## src/rtl/mips_fetch_pkg.sv

```systemverilog
// mips_fetch_pkg: shared types for the MIPS fetch queue.
// Holds the fetch FSM state, the PC step and the {pc, instr} entry.
package mips_fetch_pkg;

  typedef enum logic [1:0] {
    IDLE,
    FETCH,
    HALT
  } state_e;

  localparam logic [31:0] PC_STEP = 32'd4;

  typedef struct packed {
    logic [31:0] pc;
    logic [31:0] instr;
  } entry_t;

endpackage

```

## src/rtl/mips_fetch_fifo.sv

```systemverilog
// mips_fetch_fifo: synchronous DEPTH-entry FIFO, W bits per entry.
// Ports: clk, rst_n, push_i/data_i, pop_i, flush_i -> data_o, count_o, empty_o, full_o.
module mips_fetch_fifo #(
  parameter int DEPTH = 4,
  parameter int W     = 64,
  localparam int CW   = $clog2(DEPTH + 1),
  localparam int AW   = $clog2(DEPTH)
) (
  input  logic          clk,
  input  logic          rst_n,
  input  logic          push_i,
  input  logic [W-1:0]  data_i,
  input  logic          pop_i,
  input  logic          flush_i,
  output logic [W-1:0]  data_o,
  output logic [CW-1:0] count_o,
  output logic          empty_o,
  output logic          full_o
);

  logic [W-1:0]  mem_q [DEPTH];
  logic [AW-1:0] rd_q;
  logic [AW-1:0] wr_q;
  logic [CW-1:0] cnt_q;
  logic          do_push;
  logic          do_pop;

  assign empty_o = (cnt_q == '0);
  assign full_o  = (cnt_q == CW'(DEPTH));
  assign count_o = cnt_q;
  assign data_o  = mem_q[rd_q];

  assign do_pop  = pop_i & ~empty_o;
  // A full FIFO can still take a write when the head leaves this cycle.
  assign do_push = push_i & (~full_o | do_pop);

  always_ff @(posedge clk or negedge rst_n) begin
    if (!rst_n) begin
      rd_q  <= '0;
      wr_q  <= '0;
      cnt_q <= '0;
    end else if (flush_i) begin
      rd_q  <= '0;
      wr_q  <= '0;
      cnt_q <= '0;
    end else begin
      if (do_push) wr_q <= wr_q + AW'(1);
      if (do_pop)  rd_q <= rd_q + AW'(1);
      cnt_q <= cnt_q + CW'(do_push) - CW'(do_pop);
    end
  end

  always_ff @(posedge clk or negedge rst_n) begin
    if (!rst_n) begin
      for (int i = 0; i < DEPTH; i++) mem_q[i] <= '0;
    end else if (do_push && !flush_i) begin
      mem_q[wr_q] <= data_i;
    end
  end

endmodule

```

## src/rtl/mips_fetch_queue.sv

```systemverilog
// mips_fetch_queue: sequential instruction fetch with a {pc, instr} queue and redirect flush.
// Ports: clk, reset (async, active-low), imem_req_*/imem_rsp_* memory channel,
//   redirect_valid/redirect_pc from the core, fq_* head entry to the core, fetch_error sticky.
// Define MIPS_FETCH_BYPASS_EN to forward a response straight to fq_* when the queue is empty.
module mips_fetch_queue
  import mips_fetch_pkg::*;
#(
  parameter int          DEPTH    = 4,
  parameter logic [31:0] RESET_PC = 32'h0000_0000
) (
  input  logic        clk,
  input  logic        reset,
  output logic        imem_req_valid,
  input  logic        imem_req_ready,
  output logic [31:0] imem_req_addr,
  input  logic        imem_rsp_valid,
  input  logic [31:0] imem_rsp_data,
  input  logic        redirect_valid,
  input  logic [31:0] redirect_pc,
  output logic        fq_valid,
  input  logic        fq_ready,
  output logic [31:0] fq_pc,
  output logic [31:0] fq_instr,
  output logic        fetch_error
);

  localparam int CW = $clog2(DEPTH + 1);
  localparam logic [CW:0] DEPTH_S = (CW + 1)'(DEPTH);

  state_e        state_q, state_d;
  logic [31:0]   addr_q, addr_d;
  logic [CW-1:0] out_q, out_d;
  logic [CW-1:0] drop_q, drop_d;
  logic          err_q, err_d;

  logic          hs;
  logic          redir;
  logic          redir_ok;
  logic          redir_bad;
  logic          keep_rsp;
  logic          byp;
  logic          consume;
  logic          q_push;
  logic          q_pop;
  logic          q_empty;
  logic          q_full;
  logic [CW-1:0] q_cnt;
  entry_t        q_head;
  entry_t        q_in;
  logic [CW:0]   sum;

  logic [31:0]   trk_pc;
  logic [CW-1:0] trk_cnt;
  logic          trk_empty;
  logic          trk_full;

  assign hs        = imem_req_valid & imem_req_ready;
  assign redir     = redirect_valid & (state_q != HALT);
  assign redir_ok  = redir & (redirect_pc[1:0] == 2'b00);
  assign redir_bad = redir & (redirect_pc[1:0] != 2'b00);

  // Stale responses (pending drops, redirect cycle, halted) never reach the queue.
  assign keep_rsp = imem_rsp_valid & (state_q == FETCH)
                  & ~redir & (drop_q == '0);

`ifdef MIPS_FETCH_BYPASS_EN
  assign byp = keep_rsp & q_empty;
`else
  assign byp = 1'b0;
`endif

  assign fq_valid = ~q_empty | byp;
  assign fq_pc    = ~q_empty ? q_head.pc
                  : (byp ? trk_pc : 32'h0);
  assign fq_instr = ~q_empty ? q_head.instr
                  : (byp ? imem_rsp_data : 32'h0);

  assign consume = fq_valid & fq_ready & ~redir;
  assign q_pop   = consume & ~q_empty;
  assign q_push  = keep_rsp & ~(byp & fq_ready);
  assign q_in    = '{pc: trk_pc, instr: imem_rsp_data};

  // Queued plus in-flight never exceeds DEPTH; a same-cycle pop frees one slot.
  assign sum = {1'b0, q_cnt} + {1'b0, out_q};
  assign imem_req_valid = (state_q == FETCH) & ((sum < DEPTH_S) | consume);
  assign imem_req_addr  = addr_q;
  assign fetch_error    = err_q;

  mips_fetch_fifo #(
    .DEPTH (DEPTH),
    .W     ($bits(entry_t))
  ) u_queue (
    .clk     (clk),
    .rst_n   (reset),
    .push_i  (q_push),
    .data_i  (q_in),
    .pop_i   (q_pop),
    .flush_i (redir),
    .data_o  (q_head),
    .count_o (q_cnt),
    .empty_o (q_empty),
    .full_o  (q_full)
  );

  // Remembers the PC of every accepted request, in order, to tag its response.
  mips_fetch_fifo #(
    .DEPTH (DEPTH),
    .W     (32)
  ) u_tracker (
    .clk     (clk),
    .rst_n   (reset),
    .push_i  (hs),
    .data_i  (addr_q),
    .pop_i   (imem_rsp_valid),
    .flush_i (1'b0),
    .data_o  (trk_pc),
    .count_o (trk_cnt),
    .empty_o (trk_empty),
    .full_o  (trk_full)
  );

  always_comb begin
    state_d = state_q;
    addr_d  = addr_q;
    out_d   = out_q + CW'(hs) - CW'(imem_rsp_valid);
    drop_d  = drop_q;
    err_d   = err_q;
    unique case (state_q)
      IDLE:    state_d = FETCH;
      FETCH:   state_d = FETCH;
      HALT:    state_d = HALT;
      default: state_d = IDLE;
    endcase
    if (hs) addr_d = addr_q + PC_STEP;
    if (imem_rsp_valid && drop_q != '0) drop_d = drop_q - CW'(1);
    unique case (1'b1)
      redir_ok: begin
        addr_d = redirect_pc;
        drop_d = out_d;
      end
      redir_bad: begin
        state_d = HALT;
        err_d   = 1'b1;
        drop_d  = out_d;
      end
      default: ;
    endcase
  end

  always_ff @(posedge clk or negedge reset) begin
    if (!reset) begin
      state_q <= IDLE;
      addr_q  <= RESET_PC;
      out_q   <= '0;
      drop_q  <= '0;
      err_q   <= 1'b0;
    end else begin
      state_q <= state_d;
      addr_q  <= addr_d;
      out_q   <= out_d;
      drop_q  <= drop_d;
      err_q   <= err_d;
    end
  end

endmodule
```

## config.mk

```make
export PLATFORM = sky130hd
export DESIGN_NAME = mips_fetch_queue
export DESIGN_NICKNAME = d
export VERILOG_FILES = /design/src/rtl/mips_fetch_pkg.sv /design/src/rtl/mips_fetch_fifo.sv /design/src/rtl/mips_fetch_queue.sv
export SDC_FILE = /design/constraint.sdc
export NUM_CORES = 1
export LEC_CHECK = 0
export ABC_CLOCK_PERIOD_IN_PS = 4100
export CAP_MARGIN = 25
export CORE_AREA = 8 8 299 301
export DETAILED_ROUTE_END_ITERATION = 16
export DIE_AREA = 0 0 307 309
export GPL_TIMING_DRIVEN = 0
export HOLD_SLACK_MARGIN = 0.02
export PLACE_DENSITY = 0.41
export SLEW_MARGIN = 20
export SYNTH_ARGS = -nofsm -noshare
export SYNTH_HDL_FRONTEND = slang
export SYNTH_HIERARCHICAL = 1
export SYNTH_SLANG_ARGS = --single-unit
```

## constraint.sdc

```tcl
create_clock -name clk -period 4.1 [get_ports clk]
set_input_delay 0.41 -clock clk [delete_from_list [all_inputs] [get_ports clk]]
set_output_delay 0.41 -clock clk [all_outputs]
set_load 0.05 [all_outputs]
```

==> results of run 1 <==
## layout by cell type (no fill, tap or decap), drive strengths merged, types with 4 or more instances in the layout
master,instances
o21ai,9
ha,18
and2,9
nand2,14
nor2b,68
a211oi,5
clkbuf,108
nand2b,5
xor2,11
o211ai,5
mux4,96
a31oi,6
inv,26
o31ai,4
dfrtp,439
nor3,6
and3,4
mux2,386
nand4,6
nand3,9
nor2,42
clkinv,9
clkdlybuf4s50,167
xnor2,22
or3,9
a21o,4
a2111oi,11
a21oi,29
buf,70
## power by group
| part | switching [mW] | internal, mW | leakage, nW |
|---|---|---|---|
| Clock | 1.88 | 2.92 | 0.890 |
| Combinational | 1.81 | 1.11 | 4.90 |
| Sequential | 0.440 | 4.61 | 6.00 |
| Total | 4.13 | 8.64 | 11.8 |
## worst max-delay path, cell delays in order, from the launching register on
cell	delay, ns
sky130_fd_sc_hd__dfrtp_1	0.77
sky130_fd_sc_hd__buf_1	0.71
sky130_fd_sc_hd__mux4_2	0.34
sky130_fd_sc_hd__nor2b_1	0.21
sky130_fd_sc_hd__clkdlybuf4s50_1	0.84
## registers in the layout, summed over array words and instances, names as in the netlist, 3 cells and up
signal / cells
out_q: 3
u_queue/count_o: 3
drop_q: 3
u_tracker/mem_q: 128
u_tracker/count_o: 3
u_queue/mem_q: 256
imem_req_addr: 32
## layout make-up
| cell class | instances | area [µm²] |
|---|---|---|
| Tap cell | 1144 | 1431 |
| Timing Repair Buffer | 177 | 1856 |
| Clock inverter | 14 | 151.4 |
| Sequential cell | 439 | 10990 |
| Multi-Input combinational cell | 807 | 9256 |
| Buffer | 85 | 674.4 |
| Inverter | 25 | 93.84 |
| Clock buffer | 84 | 1645 |
| Fill cell | 8462 | 58520 |
## metal layers
metal | routed length, µm | share of wire (%) | track usage, % | vias to the layer above
met5 | 0 | 0 | 0 | -
li1 | - | - | - | 5428
met3 | 2658 | 4.6 | 2.509 | 78
met1 | 26000 | 45 | 16.03 | 6454
met2 | 27310 | 48 | 19.85 | 225
met4 | 1275 | 2.2 | 3.213 | 0
## timing repair
action	in CTS	in global routing
resized for setup	6	2
hold endpoints to repair	48	0
endpoints found under the setup margin	64	17
hold buffers	1	0
## metrics by stage
| step | utilization (%) | setup WS (ns) | cells |
|---|---|---|---|
| finish | 30.84 | 0.2075 | 2775 |
| floorplan | - | 0.7813 | 1357 |
| global route | 30.84 | 0.03209 | 2775 |
| global placement | 28.49 | -17.56 | 2669 |
| CTS | 30.83 | 0.03057 | 2775 |
| detailed placement | 28.69 | -0.08496 | 2677 |
## worst paths after layout
path | end | start | cells after the start
worst max-delay path | fq_pc[0] | u_queue/rd_q[1] | 4
worst min-delay path | u_queue/mem_q[6] | reset | 2
worst max register to register | drop_q[2] | u_queue/count_o[2] | 15
worst min register to register | fetch_error | fetch_error | 1
max in group asynchronous | imem_req_addr[3] | reset | 4
min in group clk | imem_req_addr[19] | redirect_pc[19] | 3
==> results_tabular.tex, run 1 <==
\begin{tabular}{lr}
\hline
Metric & Value \\
\hline
\multicolumn{2}{l}{\textbf{Synth}} \\
Number of cells produced by synthesis & 1355 \\
Mean post-synth cell area & 15.49 µm² \\
Synth warn & 6 \\
Cell area after synthesis & $\sim$21000 µm² \\
\multicolumn{2}{l}{\textbf{Floorplanning}} \\
Overall die area & 94860 µm² \\
Die span in x & 307 µm \\
Die outline height & about 310 µm \\
Placeable core area & 84610 µm² \\
Initial core utilization & 24.81\% \\
I/O Pins & about 170 \\
FP Rows & 107 \\
\multicolumn{2}{l}{\textbf{STA}} \\
Transition at the pin with the smallest max-transition slack & 0.9426 ns \\
RSZ-0062 raised after global routing & false \\
Setup TNS & 0 ns \\
Number of pins exceeding their max-slew limit in the final report & 0 \\
Final hold violation count & 0 \\
Crit path time final & roughly 3.9 ns \\
Worst rel slew slack & 37.16\% \\
Achievable Freq & about 260 MHz \\
Share of the clock period used by the worst path & 94.94\% \\
Worst-case clock skew & 0.01473 ns \\
Setup violation total in the final timing report & 0 \\
Worst Hold Margin & between 0.3 and 0.4 ns \\
\multicolumn{2}{l}{\textbf{Clock tree}} \\
CTS max path bufs & 3 \\
Clk Tree Root Cell & sky130\_fd\_sc\_hd\_\_clkbuf\_16 \\
Clock Sink Count & roughly 440 \\
Clock buffers created by TritonCTS & 53 \\
Insertion delay to the later sink of the worst-skew pair & roughly 0.59 ns \\
Clock-pin slew on the worst setup and hold paths & 0.06 ns \\
Buffer count from post-CTS setup fixing & 0 \\
CTS tree & built \\
Maximum level of the CTS H-tree & 2 \\
\multicolumn{2}{l}{\textbf{Route}} \\
Wire per inst & between 20 and 25 µm \\
Average vias per placed instance & 4.391 \\
Drt initial violations & between 400 and 500 \\
TritonRoute pass-1 iters & 4 \\
Total detailed-routing wirelength & approximately 57000 µm \\
Detailed-route via count & approximately 12000 \\
Number of remaining DRC errors & 0 \\
Number of nets with antenna violations after routing & 0 \\
\multicolumn{2}{l}{\textbf{Setup path}} \\
Worst EP required & around 3.7 ns \\
Worst Setup Start Kind & register \\
Setup slack on the worst flop-to-flop path & 0.27 ns \\
Kind of critical path & reg2out \\
Critical path fanouts, max & 11 \\
Category of the worst setup path capture point & output pin \\
Data arrival time of the worst path & 3.48 ns \\
\multicolumn{2}{l}{\textbf{Finish}} \\
Area of all placed cells without fillers & 26090 µm² \\
Final nets & about 1700 \\
Layout cells sized above 1 & 34.89\% \\
Area growth from synthesis to layout & 24.32\% \\
Antenna diode count & 0 \\
\multicolumn{2}{l}{\textbf{Placement}} \\
Cell area after placement & around 24000 µm² \\
DP HPWL & 39510 µm \\
Final GP Congestion & between 0.7 and 0.8 \\
Number of buffer cells added on primary ports & 168 \\
\multicolumn{2}{l}{\textbf{Global route}} \\
Via count of the first global-routing pass & 13533 \\
Antenna violations before repair & 1 \\
Gr ovfl total & 0 \\
Largest net degree at the start of global routing & 88 \\
First-pass GRT wire length & $\sim$90000 µm \\
Gr usage total & 12.03\% \\
\multicolumn{2}{l}{\textbf{Job}} \\
Max\_cap viols & 0 \\
\multicolumn{2}{l}{\textbf{Hold path}} \\
HP Class & in2async \\
\multicolumn{2}{l}{\textbf{Run status}} \\
Run status & finished clean \\
\multicolumn{2}{l}{\textbf{Power and ir drop}} \\
P\_leak & approximately 12 nW \\
Worst ir drop on vdd & 0.3438 mV \\
Design Power & 12.77 mW \\
Power density over the cells & 489.5 nW/µm² \\
\hline
\end{tabular}
No activity file was read; power rests on OpenSTA's default activity.
==> run 2: changes to the inputs <==
- SLEW_MARGIN: 20 -> 10
- TNS_END_PERCENT: unset -> 5
==> run 2 against run 1 <==
  * Utilization about the same
  * Worst setup slack better by 0.038 ns
  * Cell area down 0.12%
  * Clock-buffer cell count down 5
  * Largest power group unchanged
  * Die area unchanged
  * Total power down 0.14%
  * Largest cell class unchanged
  * Fmax up 1.0%
==> results_tabular.tex, run 2 (synthesis results as in run 1) <==
\begin{tabular}{lr}
\hline
Metric & Value \\
\hline
\multicolumn{2}{l}{\textbf{STA}} \\
Worst Hold Margin & $\sim$0.34 ns \\
Transition at the pin with the smallest max-transition slack & 0.9301 ns \\
Setup TNS & 0 ns \\
Setup violation total in the final timing report & 0 \\
RSZ-0062 raised after global routing & false \\
Number of pins exceeding their max-slew limit in the final report & 0 \\
Worst-case clock skew & 0.01434 ns \\
Worst rel slew slack & approximately 38\% \\
Final hold violation count & 0 \\
Share of the clock period used by the worst path & 94.00\% \\
Crit path time final & between 3 and 4 ns \\
Achievable Freq & 259.5 MHz \\
\multicolumn{2}{l}{\textbf{Clock tree}} \\
Clock buffers created by TritonCTS & 54 \\
Buffer count from post-CTS setup fixing & 0 \\
Clock-pin slew on the worst setup and hold paths & about 0.06 ns \\
CTS max path bufs & 3 \\
CTS tree & built \\
Maximum level of the CTS H-tree & 2 \\
Insertion delay to the later sink of the worst-skew pair & 0.59 ns \\
Clk Tree Root Cell & sky130\_fd\_sc\_hd\_\_clkbuf\_16 \\
Clock Sink Count & roughly 440 \\
\multicolumn{2}{l}{\textbf{Placement}} \\
DP HPWL & just under 40000 µm \\
Final GP Congestion & 0.7544 \\
Placed cell count & approximately 2700 \\
Number of buffer cells added on primary ports & $\sim$170 \\
\multicolumn{2}{l}{\textbf{Setup path}} \\
Category of the worst setup path capture point & output pin \\
Worst EP required & 3.69 ns \\
Worst Setup Start Kind & register \\
Data arrival time of the worst path & 3.44 ns \\
Critical path fanouts, max & 10 \\
Kind of critical path & reg2out \\
\multicolumn{2}{l}{\textbf{Floorplanning}} \\
I/O Pins & 169 \\
FP Rows & 107 \\
Die outline height & 309 µm \\
Initial core utilization & 24.81\% \\
Overall die area & approximately 95000 µm² \\
Placeable core area & 84610 µm² \\
Die span in x & between 300 and 400 µm \\
\multicolumn{2}{l}{\textbf{Finish}} \\
Fill cells & 8435 \\
Most common cell after layout, fill and taps aside & sky130\_fd\_sc\_hd\_\_dfrtp\_1 \\
Area taken by multi-input logic gates & 9251 µm² \\
Combined flip-flop and latch cell area & 10990 µm² \\
Area growth from synthesis to layout & 24.17\% \\
Antenna diode count & 0 \\
Commonest cells after routing, fill and taps aside & sky130\_fd\_sc\_hd\_\_dfrtp\_1, sky130\_fd\_sc\_hd\_\_mux2\_2, sky130\_fd\_sc\_hd\_\_clkdlybuf4s50\_1 \\
Post-route insts no fill & 2766 \\
Layout cells sized above 1 & 34.59\% \\
Final nets & 1681 \\
Flip-flop count of the largest register after layout & 256 \\
Register with the highest flop count & u\_queue/mem\_q \\
\multicolumn{2}{l}{\textbf{Route}} \\
Average vias per placed instance & roughly 4.4 \\
Wire per inst & 20.75 µm \\
Number of nets with antenna violations after routing & 0 \\
Detailed-route via count & 12141 \\
TritonRoute pass-1 iters & 4 \\
Total detailed-routing wirelength & roughly 57000 µm \\
Drt initial violations & 469 \\
Number of remaining DRC errors & 0 \\
\multicolumn{2}{l}{\textbf{Global route}} \\
Gr usage total & 12.07\% \\
Largest net degree at the start of global routing & 88 \\
Gr ovfl total & 0 \\
First-pass GRT wire length & 88690 µm \\
Antenna violations before repair & 1 \\
Via count of the first global-routing pass & 13513 \\
\multicolumn{2}{l}{\textbf{Power and ir drop}} \\
Worst ir drop on vdd & between 0.3 and 0.4 mV \\
P\_leak & 11.77 nW \\
Power density over the cells & 489.4 nW/µm² \\
\multicolumn{2}{l}{\textbf{Hold path}} \\
HP Class & in2async \\
\multicolumn{2}{l}{\textbf{Run status}} \\
Run status & finished clean \\
\multicolumn{2}{l}{\textbf{Job}} \\
Max\_cap viols & 0 \\
\hline
\end{tabular}
run 2: cell count changes in the layout (fill, tap and decap cells not counted), moves of 2 or more:
| cell | before | now |
|---|---|---|
| sky130_fd_sc_hd__clkbuf_16 | 55 | 57 |
| sky130_fd_sc_hd__clkinv_2 | 9 | 5 |
| sky130_fd_sc_hd__clkbuf_8 | 16 | 11 |
| sky130_fd_sc_hd__clkbuf_1 | 32 | 30 |
run 2: power breakdown:
part | internal, mW | switching [mW] | leakage [nW]
registers | 4.61 | 0.417 | 6.00
clock network | 2.94 | 1.84 | 0.871
logic | 1.11 | 1.83 | 4.91
run 2: worst paths after layout:
path	start	endpoint	slack (ns)	depth (start not counted)
max in group asynchronous	reset	imem_req_addr[3]	2.55	4
worst max register to register	u_queue/count_o[2]	drop_q[2]	0.30	15
worst min register to register	fetch_error	fetch_error	0.47	1
worst max-delay path	u_queue/count_o[1]	fq_pc[29]	0.25	6
min in group clk	redirect_pc[19]	imem_req_addr[19]	0.40	3
worst min-delay path	reset	u_queue/mem_q[134]	0.34	2
run 2: area by class of cell:
cell class,instances,share of cell area [%]
Sequential cell,439,42.15
Multi-Input combinational cell,807,35.50
Timing Repair Buffer,177,7.120
Clock buffer,79,6.212
Tap cell,1144,5.492
Buffer,86,2.607
Clock inverter,9,0.5569
Inverter,25,0.3601
run 2: per-stage QoR:
step	area, µm²	utilization, %	power, mW	worst slack (ns)
final	26060	30.80	12.75	0.2459
after CTS	26060	30.80	13.08	0.04885
after detailed placement	24270	28.69	8.135	-0.09395
after floorplan	21000	-	6.858	0.7813
after global placement	24110	28.49	8.075	-17.56
after global routing	26060	30.80	13.45	0.01875
run 2: critical path, cell delays in order (launching register included):
cell,delay [ns]
sky130_fd_sc_hd__dfrtp_1,0.47
sky130_fd_sc_hd__nor3_1,0.51
sky130_fd_sc_hd__buf_2,0.26
sky130_fd_sc_hd__clkbuf_2,0.35
sky130_fd_sc_hd__clkbuf_2,0.37
sky130_fd_sc_hd__nor2b_1,0.14
sky130_fd_sc_hd__clkdlybuf4s50_1,0.73
run 2: timing repair:
item,CTS,global route
gates cloned,0,0
hold buffers,1,0
setup endpoints to repair,65,3
hold endpoints to repair,48,0
resized for setup,7,1
run 2: routing by layer:
layer | track usage (%) | routed length [µm] | up-vias | part of all wire [%]
li1 | - | - | 5408 | -
met1 | 16.17 | 26380 | 6437 | 46
met2 | 19.86 | 27290 | 217 | 48
met3 | 2.475 | 2377 | 79 | 4.1
met4 | 3.224 | 1359 | 0 | 2.4
met5 | 0 | 0 | - | 0
